## src/rtl/ot_pkg.sv

```systemverilog
// Shared definitions for the oblivious-transfer sender/receiver byte link.
package ot_pkg;

  localparam int unsigned BITS_PER_BYTE = 8;

  // Header value shared by the tx serializer and the rx deserializer.
  localparam logic [7:0] HEADER_BYTE_DEFAULT = 8'hA5;

  typedef enum logic [1:0] {
    StIdle = 2'd0,
    StSend = 2'd1,
    StDone = 2'd2
  } ot_state_e;

  // Bytes carried by one packed word of the given bit width.
  function automatic int unsigned bytes_per_word(input int unsigned width);
    return width / BITS_PER_BYTE;
  endfunction

endpackage

```

## src/rtl/ot_tx_serializer.sv

```systemverilog
// Captures two packed ciphertext words on load and streams them as bytes
// over a valid/ready channel, optionally preceded by a header byte.
module ot_tx_serializer
  import ot_pkg::*;
#(
  parameter int unsigned DATA_W      = 32,
  parameter int unsigned HEADER_EN   = 0,
  parameter logic [7:0]  HEADER_BYTE = HEADER_BYTE_DEFAULT
) (
  input  logic              clk,
  input  logic              reset,
  input  logic              load,
  input  logic [DATA_W-1:0] packed_data0,
  input  logic [DATA_W-1:0] packed_data1,
  output logic              busy,
  output logic              done,
  output logic              tx_valid,
  input  logic              tx_ready,
  output logic [7:0]        tx_data
);

  localparam int unsigned NB    = bytes_per_word(DATA_W);
  localparam int unsigned TOTAL = 2 * NB + HEADER_EN;
  localparam int unsigned CW    = $clog2(TOTAL + 1);
  localparam int unsigned SW    = 2 * DATA_W;
  localparam logic [CW-1:0] LAST = CW'(TOTAL - 1);

  ot_state_e       state_q;
  logic [CW-1:0]   cnt_q;
  logic [SW-1:0]   shreg_q;
  logic            hdr_slot;

  // Header occupies slot 0; the payload must not shift while it is on the wire.
  assign hdr_slot = (HEADER_EN != 0) && (cnt_q == '0);

  // Transfer FSM; tx_data always holds the byte for the current slot, so the
  // following byte is preloaded on each handshake to sustain one byte/cycle.
  always_ff @(posedge clk or posedge reset) begin
    if (reset) begin
      state_q  <= StIdle;
      cnt_q    <= '0;
      shreg_q  <= '0;
      busy     <= 1'b0;
      done     <= 1'b0;
      tx_valid <= 1'b0;
      tx_data  <= 8'h00;
    end else begin
      unique case (state_q)
        StIdle: begin
          done <= 1'b0;
          if (load) begin
            shreg_q  <= {packed_data0, packed_data1};
            cnt_q    <= '0;
            busy     <= 1'b1;
            tx_valid <= 1'b1;
            tx_data  <= (HEADER_EN != 0) ? HEADER_BYTE : packed_data0[DATA_W-1 -: 8];
            state_q  <= StSend;
          end
        end
        StSend: begin
          if (tx_ready) begin
            if (cnt_q == LAST) begin
              tx_valid <= 1'b0;
              tx_data  <= 8'h00;
              busy     <= 1'b0;
              done     <= 1'b1;
              cnt_q    <= '0;
              state_q  <= StDone;
            end else begin
              cnt_q <= cnt_q + 1'b1;
              if (hdr_slot) begin
                tx_data <= shreg_q[SW-1 -: 8];
              end else begin
                shreg_q <= shreg_q << 8;
                tx_data <= shreg_q[SW-9 -: 8];
              end
            end
          end
        end
        StDone: begin
          done    <= 1'b0;
          state_q <= StIdle;
        end
        default: begin
          state_q  <= StIdle;
          cnt_q    <= '0;
          busy     <= 1'b0;
          done     <= 1'b0;
          tx_valid <= 1'b0;
          tx_data  <= 8'h00;
        end
      endcase
    end
  end

endmodule

```

## config.mk

```make
export PLATFORM = sky130hd
export DESIGN_NAME = ot_tx_serializer
export DESIGN_NICKNAME = d
export VERILOG_FILES = /design/src/rtl/ot_pkg.sv /design/src/rtl/ot_tx_serializer.sv
export SDC_FILE = /design/constraint.sdc
export NUM_CORES = 1
export LEC_CHECK = 0
export ABC_AREA = 1
export BUFFER_PORTS_ARGS = -buffer_cell sky130_fd_sc_hd__buf_2
export CAP_MARGIN = 20
export CORE_UTILIZATION = 55
export CTS_CLUSTER_DIAMETER = 50
export DETAILED_ROUTE_END_ITERATION = 10
export GPL_TIMING_DRIVEN = 0
export PLACE_DENSITY = 0.76
export SYNTH_ARGS = -nofsm -noshare
export SYNTH_HDL_FRONTEND = slang
export SYNTH_SLANG_ARGS = --single-unit
```

## constraint.sdc

```tcl
create_clock -name clk -period 2.55 [get_ports clk]
set_input_delay 0.51 -clock clk [delete_from_list [all_inputs] [get_ports clk]]
set_output_delay 0.51 -clock clk [all_outputs]
set_load 0.02 [all_outputs]
```

# Word level (Yosys, flattened, before mapping)
# Index checks and enable logic that the tools add are counted.
# classes
bitwise	1
eq_ne	7
reduce_logical	7
addsub	1
n_mux	23
# ops
op	n
two-way mux 56 bit	3
case mux 56 bit (2 select lines)	1
two-way mux 8 bit	3
case mux 8 bit (3 select lines)	1
two-way mux 4 bit	3
case mux 4 bit (3 select lines)	1
!= test 2 bit (second input constant)	4
AND reduction 4 bit	2
two-way mux 1 bit	6
two-way mux 2 bit	3
AND reduction 3 bit	2
adder 4 x 1 -> 4 bit (second input constant)	1
equality test 4 x 3 -> 1 bit (second input constant)	1
case mux 2 bit (2 select lines)	1
case mux 1 bit (3 select lines)	1
equality test 2 x 1 -> 1 bit (second input constant)	1
equality test 2 bit (second input constant)	1
logical NOT 2 bit	1
AND reduction 2 bit	1
nonzero test 2 bit	1
NOT 1 bit	1
# totals
elab_cells	45
in_bits	68
ff_bits	72

# Logic depth before layout (Yosys ltp)
# depth
ltp_word	4
ltp_mapped	10

# Worst setup path after synthesis
# OpenSTA, ideal clock, no wires.
# synth_timing
path_type	register to register
start	register cnt_q[0]
end	register shreg_q[19]
path_buffers	2
required_ns	2.484
path_slack_ns	1.041
setup_ns	0.066
stages_incl_launch_ff	9
arrival_ns	1.443
path_cell_list	dfrtp_1 ha_1 nand2_1 nor2_2 a21oi_2 buf_2 buf_2 nand3_1 nand2_1
# synth_between
elab_chain_cells	3
# synth_rtl
item	line	rtl
from (decl)	ot_tx_serializer.sv:29	logic [CW-1:0] cnt_q;
from (signal assigned)	ot_tx_serializer.sv:70	cnt_q <= cnt_q + 1'b1;
equality test 4 x 3 -> 1 bit	ot_tx_serializer.sv:62	if (cnt_q == LAST) begin
!= test 2 bit (no source line)	n/a	
AND reduction 4 bit (no source line)	n/a	
to (signal assigned)	ot_tx_serializer.sv:52	shreg_q <= {packed_data0, packed_data1};
to (signal assigned)	ot_tx_serializer.sv:74	shreg_q <= shreg_q << 8;
to (decl)	ot_tx_serializer.sv:30	logic [SW-1:0] shreg_q;
# No other way between the ends.
# A chain may end at the register's enable or synchronous reset.

# Worst setup path after layout
# layout_timing
start	register cnt_q[0]
end	register shreg_q[21]
# The elaborated chain is that of the path after synthesis.

==> impl_metrics.env <==
export IMPL_syn_instance_count=517
export IMPL_max_clock_path_buffers=2
export IMPL_timing_clock_skew_ns=0.005641
export IMPL_timing_final_crit_period_ns=1.795
export IMPL_headroom_to_the_max_slew_limit_pct=41.84
export IMPL_detailedRoute_firstIterationViolations=195
export IMPL_setup_slack_ns=0.7553
export IMPL_cts_inserted_buffers=9
export IMPL_critPathMaxFanout=10
export IMPL_cts_sinks=72
export IMPL_worstSetupEndpointType="flop"
export IMPL_syn_area_per_cell_um2=7.188
export IMPL_dr_total_vias=3483
export IMPL_worstPathRequired_ns=2.84
export IMPL_chipHeight_um=84.20
export IMPL_synth_fp_nets=586
export IMPL_detailed_place_area_mm2=0.004205
export IMPL_number_of_nets_with_antenna_violations_after_detailed_routing=0
export IMPL_post_drt_via_cell_ratio=5.063
export IMPL_drcViolationCount=8
export IMPL_cts_resized=0
export IMPL_net_count_final=675
export IMPL_areaGrowthSynthToFinish_pct=17.61
export IMPL_top_delay_family_on_crit_path="buffers and inverters"
export IMPL_seqPwrFrac_pct=32.4
export IMPL_power_switching_share_pct=46.05
export IMPL_crit_path_top_delay_cell="dfrtp_1"
export IMPL_die_width_um=84.20
export IMPL_clk_latency_worst_skew_pair_ns=0.35
export IMPL_max_slew_worst_pin_slew_ns=0.8723
export IMPL_drt_pre_antenna_iters=7
export IMPL_insertedDiodeCount=0
export IMPL_dpl_worst_slack_ns=0.7639
export IMPL_netSwitchingPower_mw=2.667
export IMPL_cp_buffers_inverters=2
export IMPL_distinct_cells_synth=20
export IMPL_htreeDepth=3
export IMPL_first_pass_grt_wire_length_mm=14.35
export IMPL_setup_viol=0
export IMPL_grt_total_usage_pct=25.48
export IMPL_placementRows=29
export IMPL_run_status="complete, but fails checks"
export IMPL_initial_core_util_pct=57.86
export IMPL_ys_seq_area_share_pct=48.48
export IMPL_criticalPathCategory="flop to flop"
export IMPL_clockPowerShare_pct=13.7
export IMPL_most_frequent_standard_cell_in_the_layout_excluding_fill_and_tap_cells="nand2_1"
export IMPL_total_power_mw=5.791
export IMPL_drv_max_cap_violation_count=0
export IMPL_yosysWarnings=0
export IMPL_grt_setup_unrepaired="false"
export IMPL_setup_total_negative_slack_ns=0
export IMPL_routed_wl_mm=8.307
export IMPL_routabilityCongestion=0.8139
export IMPL_maxSlewViolCount=0
export IMPL_avgRoutedWirePerCell_um=12.07
export IMPL_grt_ovfl_total=0
export IMPL_max_clock_freq_ghz=0.5572
export IMPL_cts_repair_timing_setup_buffer_count=0
export IMPL_synthesis_area_mm2=0.003716
export IMPL_critPathLaunchType="flop"
export IMPL_final_min_period_over_clock_period_pct=70.38
export IMPL_clock_tree_from_tritoncts="yes"
export IMPL_final_cell_mix="321 x nand2_1, 95 x buf_2, 72 x dfrtp_1, 53 x nand3_1, 10 x clkbuf_8"
export IMPL_cts_hold_buf=0
export IMPL_layout_core_utilization_pct=68.05
export IMPL_hold_class="primary input to asynchronous set/reset pin"
export IMPL_clockRootBuffer="clkbuf_8"
export IMPL_post_synthesis_register_bit_count=72
export IMPL_power_density_cell_area_mw_per_mm2=1325
export IMPL_port_buffers=78
export IMPL_finalHoldViolations=0
export IMPL_power_ir_vdd_worst_mv=0.5205
export IMPL_pin_count_of_the_biggest_net_entering_global_routing=73
export IMPL_timing_critical_path_arrival_ns=2.09
export IMPL_antenna_found_initial=0
export IMPL_clkSlewWorstSetupHoldPaths_ns=0.08
export IMPL_hpwl_dp_mm=5.884
export IMPL_comb_power_share_pct=53.9
export IMPL_design_die_area_mm2=0.007089
export IMPL_power_static_leakage_nw=2.633
export IMPL_drive_gt1_share_pct=22.09
export IMPL_core_box_area_mm2=0.006422
export IMPL_critical_path_cell_by_cell="ha_1 > nand2_1 > nor2_2 > a21oi_2 > buf_2 > buf_2 > nand3_1 > nand2_1"
export IMPL_final_design_area_no_fill_mm2=0.004370
export IMPL_io_pins=79
export IMPL_grt_pass1_vias=3299
export IMPL_crit_path_max_incr_delay_ns=0.42
export IMPL_violated_checks="DRC"
export IMPL_internal_power_mw=3.124
synth_stat cells:
master / instances / share of area, %
nand4_1: 9 / 1.5
ha_1: 1 / 0.34
dfrtp_1: 72 / 48
buf_4: 2 / 0.40
nor2_1: 5 / 0.51
o21ai_0: 3 / 0.40
buf_2: 17 / 2.3
nand2_2: 3 / 0.51
inv_2: 4 / 0.40
a21oi_2: 1 / 0.24
clkbuf_1: 4 / 0.40
nand2_4: 1 / 0.30
buf_6: 9 / 2.7
nor2_2: 3 / 0.51
nor3b_1: 1 / 0.20
inv_1: 6 / 0.61
nor2_4: 1 / 0.30
nand3b_2: 1 / 0.30
nand3_1: 53 / 7.1
nand2_1: 321 / 32
sequential cells by signal (all words and copies together) (netlist names):
| signal | flops |
|---|---|
| cnt_q | 4 |
| done | 1 |
| shreg_q | 56 |
| state_q | 2 |
| tx_data | 8 |
| tx_valid | 1 |
worst paths after layout:
path,slack [ns],end,cells past startpoint,start
setup / recovery,0.76,shreg_q[21]$_DFFE_PP0P_,8,cnt_q[0]$_DFFE_PP0P_
hold / removal,0.34,state_q[0]$_DFFE_PP0P_,2,reset
setup reg to reg,0.76,shreg_q[21]$_DFFE_PP0P_,8,cnt_q[0]$_DFFE_PP0P_
hold reg to reg,0.47,shreg_q[22]$_DFFE_PP0P_,2,shreg_q[22]$_DFFE_PP0P_
max in group asynchronous,1.65,shreg_q[15]$_DFFE_PP0P_,2,reset
min in group clk,0.41,shreg_q[3]$_DFFE_PP0P_,3,packed_data1[3]
per-stage QoR:
stage	cells	hold WS [ns]
final	688	0.3430
after floorplan	517	0.4422
after global placement	672	0.4532
after CTS	688	0.3839
after detailed placement	672	0.4587
after global routing	688	0.4310
routing by layer:
layer  vias up  routed length [um]  GRT usage (%)
li1       1783                   -              -
met1      1614                3853          34.21
met2        74                3981          42.18
met3        12                 335          3.638
met4         0                 136          10.03
met5         -                   0              0
cell families after synthesis:
group | Yosys count | synth area share, %
compound gates | 4 | 0.6397
buf+inv | 42 | 6.835
flops | 72 | 48.48
fa+ha+maj | 1 | 0.3366
simple gates | 398 | 43.70
power by group through the flow:
| stage | logic (mW) | registers, mW | clock network [mW] |
|---|---|---|---|
| finish | 3.12 | 1.88 | 0.794 |
| global route | 3.58 | 1.93 | 0.846 |
| CTS | 3.16 | 1.87 | 0.801 |
| detailed placement | 3.14 | 1.89 | 0 |
| global placement | 3.09 | 1.88 | 0 |
| floorplan | 2.36 | 1.91 | 0 |
area by class of cell:
class                      count  area [um2]
tap                           77       96.34
clock buffer                  12       145.1
sequential                    72        1802
clock inverter                 4       20.02
fill                         603        2052
buffer                        32       216.5
multi-input combinational    403        1660
timing repair buffer          78       390.4
inverter                      10       40.04
(Power assumes the default switching activity.)
